<file path="config.mk">
export PLATFORM = sky130hd
export DESIGN_NAME = mux4_rr_arbiter
export DESIGN_NICKNAME = d
export VERILOG_FILES = /design/src/rtl/mux_ctrl_pkg.sv /design/src/rtl/rr_pick4.sv /design/src/rtl/mux4_rr_arbiter.sv
export SDC_FILE = /design/constraint.sdc
export NUM_CORES = 1
export LEC_CHECK = 0
export ABC_CLOCK_PERIOD_IN_PS = 3700
export CELL_PAD_IN_SITES_DETAIL_PLACEMENT = 1
export CELL_PAD_IN_SITES_GLOBAL_PLACEMENT = 1
export CORE_MARGIN = 1
export CORE_UTILIZATION = 34
export CTS_BUF_LIST = sky130_fd_sc_hd__clkbuf_16
export CTS_CLUSTER_DIAMETER = 150
export CTS_CLUSTER_SIZE = 20
export DETAILED_ROUTE_END_ITERATION = 6
export PLACE_DENSITY = 0.82
export SYNTH_ARGS = -nofsm -noshare
export SYNTH_HDL_FRONTEND = slang
export SYNTH_SLANG_ARGS = --single-unit
</file>
<file path="constraint.sdc">
create_clock -name clk -period 3.7 [get_ports clk]
set_input_delay 0.74 -clock clk [delete_from_list [all_inputs] [get_ports clk]]
set_output_delay 0.74 -clock clk [all_outputs]
set_load 0.05 [all_outputs]
</file>
<file path="src/rtl/mux_ctrl_pkg.sv">
// Shared types and the rotate-priority pick used by the 4:1 mux arbiter.
// rr_pick returns {found, idx}: the first valid index at or above ptr, modulo 4.
package mux_ctrl_pkg;

  typedef enum logic {
    IDLE  = 1'b0,
    GRANT = 1'b1
  } state_e;

  function automatic logic [2:0] rr_pick(input logic [3:0] valid, input logic [1:0] ptr);
    logic [2:0] result;
    logic [1:0] idx;
    result = 3'b000;
    // Scan from farthest to nearest so the nearest valid index is the last one written.
    for (int k = 3; k >= 0; k--) begin
      idx = ptr + 2'(k);
      if (valid[idx]) begin
        result = {1'b1, idx};
      end
    end
    return result;
  endfunction

endpackage

</file>
<file path="src/rtl/rr_pick4.sv">
// Combinational rotate-priority encoder over four requesters.
module rr_pick4
  import mux_ctrl_pkg::*;
(
  input  logic [3:0] valid_i,
  input  logic [1:0] ptr_i,
  output logic       found_o,
  output logic [1:0] idx_o
);

  assign {found_o, idx_o} = rr_pick(valid_i, ptr_i);

endmodule

</file>
<file path="src/rtl/mux4_rr_arbiter.sv">
// Round-robin burst arbiter driving a registered 4:1 mux select; the grant is held
// until the burst ends on in_last or after MAX_BEATS beats, then priority rotates.
module mux4_rr_arbiter
  import mux_ctrl_pkg::*;
#(
  parameter int WIDTH     = 1,
  parameter int MAX_BEATS = 16
) (
  input  logic               clk,
  input  logic               rst_n,
  input  logic [3:0]         in_valid,
  input  logic [3:0]         in_last,
  input  logic [4*WIDTH-1:0] in_data,
  output logic [3:0]         in_ready,
  output logic               out_valid,
  output logic               out_last,
  output logic [WIDTH-1:0]   out_data,
  input  logic               out_ready,
  output logic [1:0]         sel,
  output logic               busy
);

  localparam int CNT_W = (MAX_BEATS > 1) ? $clog2(MAX_BEATS) : 1;
  localparam logic [CNT_W-1:0] LAST_CNT = CNT_W'(MAX_BEATS - 1);

  state_e           state_q, state_d;
  logic [1:0]       sel_q, sel_d;
  logic [1:0]       ptr_q, ptr_d;
  logic [CNT_W-1:0] cnt_q, cnt_d;
  logic             pick_found;
  logic [1:0]       pick_idx;
  logic             xfer;
  logic [WIDTH-1:0] data_arr [4];

  genvar gi;
  generate
    for (gi = 0; gi < 4; gi++) begin : g_slice
      assign data_arr[gi] = in_data[gi*WIDTH +: WIDTH];
    end
  endgenerate

  rr_pick4 u_pick (
    .valid_i (in_valid),
    .ptr_i   (ptr_q),
    .found_o (pick_found),
    .idx_o   (pick_idx)
  );

  always_ff @(posedge clk or negedge rst_n) begin
    if (!rst_n) begin
      state_q <= IDLE;
      sel_q   <= 2'd0;
      ptr_q   <= 2'd0;
      cnt_q   <= '0;
    end else begin
      state_q <= state_d;
      sel_q   <= sel_d;
      ptr_q   <= ptr_d;
      cnt_q   <= cnt_d;
    end
  end

  always_comb begin
    state_d   = state_q;
    sel_d     = sel_q;
    ptr_d     = ptr_q;
    cnt_d     = cnt_q;
    in_ready  = 4'b0000;
    out_valid = 1'b0;
    out_last  = 1'b0;
    out_data  = '0;
    xfer      = 1'b0;
    case (state_q)
      IDLE: begin
        if (pick_found) begin
          sel_d   = pick_idx;
          state_d = GRANT;
        end
      end
      GRANT: begin
        out_valid       = in_valid[sel_q];
        out_data        = data_arr[sel_q];
        out_last        = in_last[sel_q] | (cnt_q == LAST_CNT);
        in_ready[sel_q] = out_ready;
        xfer            = out_valid & out_ready;
        // A dropped in_valid merely stalls the burst; only a last transfer releases it.
        if (xfer) begin
          if (out_last) begin
            ptr_d   = sel_q + 2'd1;
            cnt_d   = '0;
            state_d = IDLE;
          end else begin
            cnt_d = cnt_q + 1'b1;
          end
        end
      end
      default: state_d = IDLE;
    endcase
  end

  assign sel  = sel_q;
  assign busy = (state_q == GRANT);

endmodule

</file>
Yosys cells after proc, flatten, opt, wreduce, memory -nomap -nowiden. Cells that the tools add are included.

Register bits after elaboration: 9. Bits of input ports: 15. Output and inout port bits: 10. Logic and storage cells: 56.

Add/sub/neg operators: 5. Magnitude comparators: 7. Eq/ne operators: 1. Multiplexer cells: 30. Bitwise logic cells: 5. Reduce and logical (&&, ||, !) cells: 4.

Operators by type and width (number): 2-bit by 3-bit < comparator with 1-bit output (second input constant) (5); 1-bit 2-to-1 mux (15); 1-bit binary-select mux with 2-bit select (7); 3-bit 2-to-1 mux (4); 4-bit 2-to-1 mux (2); 2-bit by 1-bit adder with 2-bit output (second input constant) (2); 2-bit adder (second input constant) (2); 4-bit by 1-bit adder with 4-bit output (second input constant) (1); 4-bit AND (1); 4-bit equality test (second input constant) (1); 2-bit AND reduction (2); 3-bit greater-or-equal comparator (second input constant) (1); 2-bit inverter with 3-bit output (1); 3-bit AND reduction (1); 1-bit demux with 2-bit select (1); 2-bit by 1-bit greater-or-equal comparator with 1-bit output (second input constant) (1); 1-bit one-hot mux with 2 select lines (1); 1-bit AND (1); 1-bit logical AND (1); 1-bit inverter (1); 1-bit bitwise OR (1).

Longest topological paths before layout. Gate-level depths: netlist of run 1.

Depth in word-level cells: 9. Mapped depth: 5. Depth with buffers taken out: 5.

By module. From an unflattened synthesis of run 1, not the netlist that was laid out.

Cells, all modules: 67. Area total of the unflattened synthesis: 675.6 um^2.

By module, submodules not included: mux4_rr_arbiter (instances 1, cells an instance 52, area an instance 594.3 um^2, seq. area each 225.2 um^2); rr_pick4 (instances 1, cells an instance 15, area an instance 81.3 um^2, seq. area each 0.0 um^2).

Worst setup path after synthesis of run 1. Ideal clock, no wire load.

Path kind: reg2out. Start point: register sel_q[0] (netlist: sel[0]). End point: output port out_last. Data arrival time: 1920 ps. Data required time: 2960 ps. Path slack: 1040 ps. Cell stages (with the launch flop): 4. Buffers on the path: 0. Cells stage by stage: dfrtp_1 mux4_2 a31oi_4 nor2b_1.

Word-level cells in the longest chain between the ends: 4.

RTL lines: start, declared (line mux4_rr_arbiter.sv:27) `logic [1:0] sel_q, sel_d;`; start signal, assigned (line mux4_rr_arbiter.sv:57) `sel_q <= sel_d;`; 1-bit binary-select mux with 2-bit select (line mux4_rr_arbiter.sv:83) `out_last = in_last[sel_q] | (cnt_q == LAST_CNT);`; 1-bit 2-to-1 mux (implied by the code) (line mux4_rr_arbiter.sv:83); 1-bit bitwise OR (line mux4_rr_arbiter.sv:83); 1-bit 2-to-1 mux (line mux4_rr_arbiter.sv:73) `case (state_q)`; end, declared (line mux4_rr_arbiter.sv:16) `output logic out_last,`.

No other way between the ends. The select of a mux whose other input is x is not followed.

Worst setup path in the final report of run 1.
Start point: input port in_last[2]. End point: output port out_last.

Word-level cells in the longest chain between the ends: 4.

RTL lines: start, declared (line mux4_rr_arbiter.sv:12) `input logic [3:0] in_last,`; 1-bit binary-select mux with 2-bit select (line mux4_rr_arbiter.sv:83); 1-bit 2-to-1 mux (implied by the code) (line mux4_rr_arbiter.sv:83); 1-bit bitwise OR (line mux4_rr_arbiter.sv:83); 1-bit 2-to-1 mux (line mux4_rr_arbiter.sv:73).

No other way between the ends. The select of a mux whose other input is x is not followed.

==> results.ini, run 1 <==
[timing]
fmax_ghz = 0.2875
final-hold-violation-count = 0
tightest_slew_ps = 507.5
fin_crit_ps = 3479
holdWs_ps = 556.6
slew_viol_final = 0
finClkSkew_ps = 1.817
rsz0062_at_grt = false
slew_headroom_pct = 66.06
finalSetupViolCount = 0
setup_tns_ps = 0
finalCritPeriodShare_pct = 94.02

[run_status]
outcome = complete, no violations

[worst_setup_path]
critPathLaunchType = primary input
required_ps = 2960
cp-end-kind = output pin
critPathArrivalTime_ps = 2740
crit_start = in_last[2]
crit_path_max_fanout = 5
worst-setup-path-type = in -> out
r2r_start = sel[0]$_DFFE_PN0P_

[pwr]
p_leak_nw = 0.4421
power.density_nw_per_um2 = 879.0
vdd_drop_max_mv = 0.3856

[die]
die-area_sq_um = 2123
fp.dieW_um = 46.08
core-area_sq_um = 1783
num_rows = 15
pin_count = 25
initial_core_util_pct = 37.05
die_h_um = 46.08

[global_route]
antenna_found_initial = 0
grt_max_degree = 12
grt_pass1_wl_mm = 2.980
grt_pass1_vias = 649
grt_overflow_total = 0
track_usage_pct = 19.72

[cells_and_area]
drive_above_1_share_pct = 8.889
fillerInstances = 199
layout.nets = 111
syn_to_final_growth_pct = 53.03
postLayoutCellArea_sq_um = 1011
antenna_cells = 0
finish.utilization_pct = 56.70

[clock_network]
cts_resized = 0
cts.clk_slew.worst_paths_ps = 40
cts_root_buffer = clkbuf_16
cts_tree = built
htreeDepth = 1
clk_path_buf_depth = 2
clk-insertion-delay-late_ps = 240
cts_setup_buffers = 0
cts_buffers = 3
postCtsHoldBufs = 0
cts.sinks = 9

[synth]
synth_flop_cell = dfrtp_1
synth_common_cells = dfrtp_1 (9), ha_1 (5), o21ai_0 (5), and3_1 (4), inv_1 (4)
async_flop_share_pct = 100.0
post-synth-top-area-fraction_pct = 34.09
yosysUniqueCellTypes = 25
ys_seq_area_share_pct = 34.09
synth-seq-cells = 9
yosys_warnings = 0
yosys-top-cells-area = dfrtp_1 (34%), ha_1 (9.5%), mux4_1 (8.0%)
synth_nets = 82
synth_top_cell_by_area = dfrtp_1
avgSynthCellArea_sq_um = 10.66
syn_inst = 62
yosysMostFrequentCell = dfrtp_1
synth_edf_count = 0
syn-cell-area_sq_um = 660.6

[routing]
wl_per_cell_um = 16.29
met3_length_um = 86
dr_wl_met2_mm = 1.026
routed-via-count = 602
wl_met1_um = 753
drtPass1Iterations = 2
top_layer_used = met4
drc_errors = 0
drt_iter0_drc = 10
post_drt_via_cell_ratio = 5.235
antenna_left = 0
detail_route.wirelength_mm = 1.873

[placed_design]
dp_hpwl_mm = 1.405
place.gp.congestion = 0.6958
placed_cell_area_sq_um = 932.1
port_buffers = 24

[job]
cap_violations = 0

[min_path]
hold_path.startpoint = cnt_q[3]$_DFFE_PN0P_
hp-class = reg -> reg

## area by class of cell
| cell class | count | area, sq um | area share (%) |
|---|---|---|---|
| timing repair buffer | 24 | 240.2 | 23.76 |
| inverter | 4 | 15.01 | 1.485 |
| sequential | 9 | 225.2 | 22.28 |
| multi-input combinational | 49 | 420.4 | 41.58 |
| clock inverter | 1 | 3.754 | 0.3713 |
| tap | 25 | 31.28 | 3.094 |
| clock buffer | 3 | 75.07 | 7.426 |
## state kept, by name (all words and copies together) (netlist names)
signal / count
busy: 1
sel: 2
ptr_q: 2
cnt_q: 4
## critical path: stages
cell,delay [ps]
clkdlybuf4s50_1,400
mux4_2,570
a31oi_4,240
nor2b_1,80
clkdlybuf4s50_1,710
## stage by stage
step	power [W]	worst slack (ps)	instances
global placement	0.0006775	282.0	111
finish	0.0008886	221.2	115
detailed placement	0.0006968	224.7	111
CTS	0.0008924	221.5	115
global route	0.0009323	161.1	115
floorplan	0.0005295	1040	62
## routing by layer
metal	track usage [%]	up-vias
li1	-	288
met1	22.33	292
met2	36.90	20
met3	4.314	2
met4	4.706	0
met5	0	-
## cell usage in the layout, fill, tap and decap left out, drive strengths merged
| master | synthesis | layout |
|---|---|---|
| a21o | 3 | 3 |
| a21oi | 3 | 3 |
| a31oi | 1 | 1 |
| and2 | 2 | 2 |
| and3 | 4 | 4 |
| clkbuf | 0 | 3 |
| clkdlybuf4s50 | 0 | 24 |
| dfrtp | 9 | 9 |
| ha | 5 | 5 |
| inv | 4 | 5 |
| mux2 | 1 | 1 |
| mux2i | 3 | 3 |
| mux4 | 3 | 3 |
| nand2 | 3 | 3 |
| nand2b | 1 | 1 |
| nand3 | 2 | 2 |
| nor2 | 4 | 4 |
| nor2b | 3 | 3 |
| nor3b | 1 | 1 |
| o21ai | 5 | 5 |
| o221ai | 1 | 1 |
| o22ai | 1 | 1 |
| o41ai | 2 | 2 |
| or4 | 1 | 1 |
## path summary, 6_finish.rpt
path,endpoint,slack [ps],depth (start not counted)
worst max-delay path,out_last,220,5
worst min-delay path,cnt_q[3]$_DFFE_PN0P_,560,1
worst max register to register,ptr_q[1]$_DFFE_PN0P_,1760,4
worst min register to register,cnt_q[3]$_DFFE_PN0P_,560,1
max in group asynchronous,ptr_q[0]$_DFFE_PN0P_,2610,1
min in group asynchronous,sel[1]$_DFFE_PN0P_,810,1
## cells by family (layout without fill, tap and decap cells)
| group | count (synthesis) | count (layout) | share of synthesized area (%) |
|---|---|---|---|
| mux | 7 | 7 | 18.18 |
| buf+inv | 4 | 32 | 2.272 |
| compound gates | 16 | 16 | 17.61 |
| simple gates | 21 | 21 | 18.37 |
| flops | 9 | 9 | 34.09 |
| fa+ha+maj | 5 | 5 | 9.470 |
## where the power goes
| group | internal, W | total, W | switching [W] |
|---|---|---|---|
| clock network | 0.000141 | 0.000191 | 0.0000498 |
| logic | 0.000199 | 0.000494 | 0.000295 |
| registers | 0.000137 | 0.000203 | 0.0000661 |
Power figures use the tool's default switching activity.
==> run 2, diff against run 1 <==
PLACE_DENSITY = default   (was 0.82)
PLACE_DENSITY_LB_ADDON = 0.1   (was default)
SETUP_SLACK_MARGIN = 0.3   (was default)
==> results.ini, run 2 (same netlist as run 1, synthesis figures left out) <==
[run_status]
outcome = complete, no violations  ; unchanged

[die]
num_rows = 15  ; unchanged
die-area_sq_um = 2123  ; unchanged
die_h_um = 46.08  ; unchanged
core-area_sq_um = 1783  ; unchanged
fp.dieW_um = 46.08  ; unchanged
pin_count = 25  ; unchanged
initial_core_util_pct = 37.05  ; unchanged

[global_route]
met3_usage_pct = 3.137  ; was 4.314%
grt_overflow_total = 0  ; unchanged
track_usage_pct = 19.53  ; was 19.72%
antenna_found_initial = 0  ; unchanged
grt_pass1_vias = 641  ; was 649
grtUsageMet1_pct = 24.45  ; was 22.33%
top_usage_layer = met2  ; unchanged
grt_pass1_wl_mm = 2.918  ; was 2.980 mm
grtUsageMet2_pct = 34.37  ; was 36.90%
grt_max_degree = 12  ; unchanged

[timing]
tightest_slew_ps = 511.5  ; was 507.5 ps
rsz0062_at_grt = false  ; unchanged
slew_viol_final = 0  ; unchanged
holdWs_ps = 570.8  ; was 556.6 ps
finalSetupViolCount = 0  ; unchanged
final-hold-violation-count = 0  ; unchanged
finClkSkew_ps = 0.9519  ; was 1.817 ps
fmax_ghz = 0.3086  ; was 0.2875 GHz
setup_tns_ps = 0  ; unchanged
finalCritPeriodShare_pct = 87.59  ; was 94.02%
slew_headroom_pct = 65.79  ; was 66.06%
worst_slack_ps = 459.2  ; was 221.2 ps
fin_crit_ps = 3241  ; was 3479 ps

[cells_and_area]
layout.nets = 111  ; unchanged
drive_above_1_share_pct = 8.889  ; unchanged
final_common_cell = clkdlybuf4s50_1  ; unchanged
largest-register = cnt_q  ; unchanged
final_cell_mix = clkdlybuf4s50_1 (22), dfrtp_1 (9), inv_1 (5), o21ai_0 (5), ha_1 (5)  ; was clkdlybuf4s50_1 (24), dfrtp_1 (9), inv_1 (5), o21ai_0 (5), ha_1 (5)
largest_register_ffs = 4  ; unchanged
syn_to_final_growth_pct = 53.22  ; was 53.03%
antenna_cells = 0  ; unchanged
layout.cells.non_filler = 115  ; unchanged

[min_path]
hp-class = reg -> reg  ; unchanged

[routing]
wl_per_cell_um = 15.37  ; was 16.29 um
drt_iter0_drc = 6  ; was 10
drtPass1Iterations = 4  ; was 2
detail_route.wirelength_mm = 1.768  ; was 1.873 mm
routed-via-count = 595  ; was 602
post_drt_via_cell_ratio = 5.174  ; was 5.235
drc_errors = 0  ; unchanged
antenna_left = 0  ; unchanged

[pwr]
power.density_nw_per_um2 = 859.2  ; was 879.0 nW/um^2
vdd_drop_max_mv = 0.4550  ; was 0.3856 mV
p_leak_nw = 0.4542  ; was 0.4421 nW

[placed_design]
place.gp.congestion = 0.6731  ; was 0.6958
place_ws_ps = 272.8  ; was 224.7 ps
dp_hpwl_mm = 1.324  ; was 1.405 mm
port_buffers = 24  ; unchanged
dp_cells = 111  ; unchanged

[worst_setup_path]
critPathArrivalTime_ps = 2500  ; was 2740 ps
critPathSlowestCell = clkdlybuf4s50_1  ; unchanged
cp_common_cell = clkdlybuf4s50_1  ; unchanged
path_cells = clkdlybuf4s50_1 -> mux4_1 -> and2_1 -> clkdlybuf4s50_1  ; was clkdlybuf4s50_1 -> mux4_2 -> a31oi_4 -> nor2b_1 -> clkdlybuf4s50_1
cp-end-kind = output pin  ; unchanged
crit_path_max_fanout = 1  ; was 5
critPathLaunchType = primary input  ; unchanged
worst-setup-path-type = in -> out  ; unchanged
slowest_delay_ps = 690  ; was 710 ps
crit_buf_inv = 2  ; unchanged
required_ps = 2960  ; about the same
cp_top_family = buffers and inverters  ; unchanged

[job]
cap_violations = 0  ; unchanged

[clock_network]
cts.clk_slew.worst_paths_ps = 40  ; about the same
cts.sinks = 9  ; unchanged
cts_root_buffer = clkbuf_16  ; unchanged
htreeDepth = 1  ; unchanged
cts_buffers = 3  ; unchanged
clk-insertion-delay-late_ps = 230  ; was 240 ps
clk_path_buf_depth = 2  ; unchanged
cts_setup_buffers = 0  ; unchanged
cts_tree = built  ; unchanged

-- run 2: cell types whose count changed in the layout (fill, tap and decap cells not counted), sizes merged --
cell / change
clkdlybuf4s50: -2
dlygate4sd2: +1
dlymetal6s2s: +1
-- run 2: metal layers --
| layer | part of all wire [%] | vias to the layer above |
|---|---|---|
| li1 | - | 290 |
| met1 | 44 | 285 |
| met2 | 51 | 20 |
| met3 | 5.3 | 0 |
| met4 | 0 | 0 |
| met5 | 0 | - |
-- run 2: layout make-up --
class                           instances  area (sq um)
Fill cell                             195         770.7
Multi-Input combinational cell         49         420.4
Timing Repair Buffer                   24         241.5
Sequential cell                         9         225.2
Clock buffer                            3         75.07
Tap cell                               25         31.28
Inverter                                4         15.01
Clock inverter                          1         3.754
-- run 2: final timing paths --
check	end	cells past startpoint	slack, ps	start
min reg2reg	cnt_q[0]$_DFFE_PN0P_	1	570	cnt_q[0]$_DFFE_PN0P_
min in group asynchronous	ptr_q[1]$_DFFE_PN0P_	1	810	rst_n
max reg2reg	ptr_q[1]$_DFFE_PN0P_	4	1760	sel[0]$_DFFE_PN0P_
max in group asynchronous	busy$_DFF_PN0_	1	2600	rst_n
min	cnt_q[0]$_DFFE_PN0P_	1	570	cnt_q[0]$_DFFE_PN0P_
max	out_data	4	460	in_data[1]
-- run 2: through the flow --
stage / power [W] / utilization, % / cell area, sq um
after floorplan: 0.0005295 / - / 660.6
after global placement: 0.0006809 / 52.28 / 932.1
after detailed placement: 0.0006930 / 52.28 / 932.1
after CTS: 0.0008819 / 56.63 / 1010
after global routing: 0.0009296 / 56.77 / 1012
final: 0.0008697 / 56.77 / 1012
-- run 2: timing repair --
item,4_1_cts,5_1_grt
endpoints found under the hold margin,0,0
endpoints found under the setup margin,1,1
gates resized for setup,1,1
pin swaps,0,0
hold buffers,0,0
-- run 2: report_power, final --
| group | internal, W | leakage, nW | switching [W] |
|---|---|---|---|
| clock network | 0.000141 | 0.0423 | 0.0000434 |
| registers | 0.000137 | 0.111 | 0.0000672 |
| logic | 0.000194 | 0.301 | 0.000288 |
-- run 2: worst reg2reg max path, stage by stage (launching register included) --
cell and delay, ps:
dfrtp_1 540, mux4_2 640, a31oi_4 240, nor2_2 100, mux2_4 300
==> run 3, diff against run 2 <==
PLACE_DENSITY = 0.9   (was default)
PLACE_DENSITY_LB_ADDON = default   (was 0.1)
==> results.ini, run 3 (same netlist as run 1, synthesis figures left out) <==
[global_route]
grtUsageMet1_pct = 23.13  ; was 24.45%
grt_max_degree = 12  ; unchanged
met3_usage_pct = 7.059  ; was 3.137%
antenna_found_initial = 0  ; unchanged
grtUsageMet2_pct = 39.15  ; was 34.37%
grt_pass1_vias = 613  ; was 641
grt_pass1_wl_mm = 2.973  ; was 2.918 mm
top_usage_layer = met2  ; unchanged
track_usage_pct = 21.53  ; was 19.53%
grt_overflow_total = 0  ; unchanged

[job]
cap_violations = 0  ; unchanged

[worst_setup_path]
cp-end-kind = output pin  ; unchanged
r2r_cells = 4  ; unchanged
critPathLaunchType = primary input  ; unchanged
critPathArrivalTime_ps = 2510  ; was 2500 ps
cp_common_cell = clkdlybuf4s50_1  ; unchanged
slowest_delay_ps = 690  ; about the same
r2r_end = ptr_q[1]$_DFFE_PN0P_  ; unchanged
required_ps = 2960  ; about the same
crit_path_max_fanout = 1  ; unchanged
r2r_start = sel[0]$_DFFE_PN0P_  ; unchanged
rrSetupSlack_ps = 1810  ; was 1760 ps
worst-setup-path-type = in -> out  ; unchanged
path_cells = clkdlybuf4s50_1 -> mux4_1 -> and2_1 -> clkdlybuf4s50_1  ; unchanged
critPathSlowestCell = clkdlybuf4s50_1  ; unchanged

[routing]
routed-via-count = 592  ; was 595
detail_route.wirelength_mm = 1.913  ; was 1.768 mm
drtPass1Iterations = 6  ; was 4
wl_per_cell_um = 16.63  ; was 15.37 um
drt_iter0_drc = 9  ; was 6
post_drt_via_cell_ratio = 5.148  ; was 5.174
drc_errors = 0  ; unchanged
antenna_left = 0  ; unchanged

[min_path]
hold_path.startpoint = cnt_q[1]$_DFFE_PN0P_  ; was cnt_q[0]$_DFFE_PN0P_
hp-class = reg -> reg  ; unchanged
min_to = cnt_q[1]$_DFFE_PN0P_  ; was cnt_q[0]$_DFFE_PN0P_
hold_depth = 2  ; was 1

[timing]
tightest_slew_ps = 501.9  ; was 511.5 ps
setup_tns_ps = 0  ; unchanged
finalCritPeriodShare_pct = 87.88  ; was 87.59%
final-hold-violation-count = 0  ; unchanged
slew_viol_final = 0  ; unchanged
finClkSkew_ps = 4.694  ; was 0.9519 ps
slew_headroom_pct = 66.43  ; was 65.79%
rsz0062_at_grt = false  ; unchanged
fin_crit_ps = 3252  ; was 3241 ps
finalSetupViolCount = 0  ; unchanged
fmax_ghz = 0.3075  ; was 0.3086 GHz
holdWs_ps = 572.1  ; was 570.8 ps

[cells_and_area]
drive_above_1_share_pct = 8.889  ; unchanged
antenna_cells = 0  ; unchanged
largest_register_ffs = 4  ; unchanged
syn_to_final_growth_pct = 52.65  ; was 53.22%
final_common_cell = clkdlybuf4s50_1  ; unchanged
layout.cells.non_filler = 115  ; unchanged
fillerInstances = 201  ; was 195
largest-register = cnt_q  ; unchanged
final_cell_mix = clkdlybuf4s50_1 (22), dfrtp_1 (9), inv_1 (5), o21ai_0 (5), ha_1 (5)  ; unchanged
layout.nets = 111  ; unchanged

[die]
die_h_um = 46.08  ; unchanged
core-area_sq_um = 1783  ; unchanged
initial_core_util_pct = 37.05  ; unchanged
fp.dieW_um = 46.08  ; unchanged
die-area_sq_um = 2123  ; unchanged
num_rows = 15  ; unchanged
pin_count = 25  ; unchanged

[clock_network]
cts_setup_buffers = 0  ; unchanged
clk-insertion-delay-late_ps = 230  ; about the same
htreeDepth = 1  ; unchanged
cts_tree = built  ; unchanged
cts_buffers = 3  ; unchanged
cts.sinks = 9  ; unchanged
cts_resized = 2  ; was 1
postCtsHoldBufs = 0  ; unchanged
clk_path_buf_depth = 2  ; unchanged
cts.clk_slew.worst_paths_ps = 40  ; about the same
cts_root_buffer = clkbuf_16  ; unchanged

[pwr]
p_leak_nw = 0.4457  ; was 0.4542 nW
power.density_nw_per_um2 = 867.6  ; was 859.2 nW/um^2
vdd_drop_max_mv = 0.4604  ; was 0.4550 mV

[placed_design]
place.gp.congestion = 0.7266  ; was 0.6731
port_buffers = 24  ; unchanged
dp_cells = 111  ; unchanged
dp_hpwl_mm = 1.398  ; was 1.324 mm

[run_status]
outcome = complete, no violations  ; unchanged

==> run 3: cell count changes in the layout (fill, tap and decap cells not counted), sizes merged <==
cell	previous run	this run
dlymetal6s2s	1	0
dlygate4sd2	1	2
==> run 3: worst max path at each step <==
stage / start / to / cells after the start
2_1_floorplan: sel[0]$_DFFE_PN0P_ / out_last / 3
3_3_place_gp: in_last[3] / out_last / 5
3_5_place_dp: in_last[3] / out_last / 5
4_1_cts: in_data[1] / out_data / 4
5_1_grt: in_data[1] / out_data / 4
6_report: in_data[1] / out_data / 4
==> run 3: metal layers <==
layer / wire, um / up-vias
li1: - / 294
met1: 795 / 279
met5: 0 / -
met3: 72 / 2
met2: 1025 / 17
met4: 19 / 0
==> run 3: critical path, delay by kind of cell <==
family / cells / cell delay [ps]
buffers and inverters: 2 / 1100
muxes: 1 / 500
and+or+nand+nor: 1 / 170
==> run 3: final cells by class <==
| class | count | area, sq um | share of cell area, % |
|---|---|---|---|
| inverters | 4 | 15.01 | 1.489 |
| repair buffers | 24 | 237.7 | 23.57 |
| well taps | 25 | 31.28 | 3.102 |
| multi-input cells | 49 | 420.4 | 41.69 |
| clock buffers | 3 | 75.07 | 7.444 |
| clock inverters | 1 | 3.754 | 0.3722 |
| flip-flops and latches | 9 | 225.2 | 22.33 |
==> run 3: power breakdown <==
part / internal, W / leakage [nW] / switching, W
clock network: 0.000141 / 0.0423 / 0.0000435
logic: 0.000191 / 0.292 / 0.000295
registers: 0.000137 / 0.111 / 0.0000679
total: 0.000469 / 0.446 / 0.000406
==> run 3: through the flow <==
step	util (%)	setup WS, ps	total power [W]	instance area [sq um]
finish	56.56	448.3	0.0008749	1008
global route	56.56	415.9	0.0009290	1008
CTS	56.56	436.6	0.0008828	1008
detailed placement	52.28	257.1	0.0006975	932.1
global placement	52.28	288.8	0.0006789	932.1
floorplan	-	1040	0.0005295	660.6
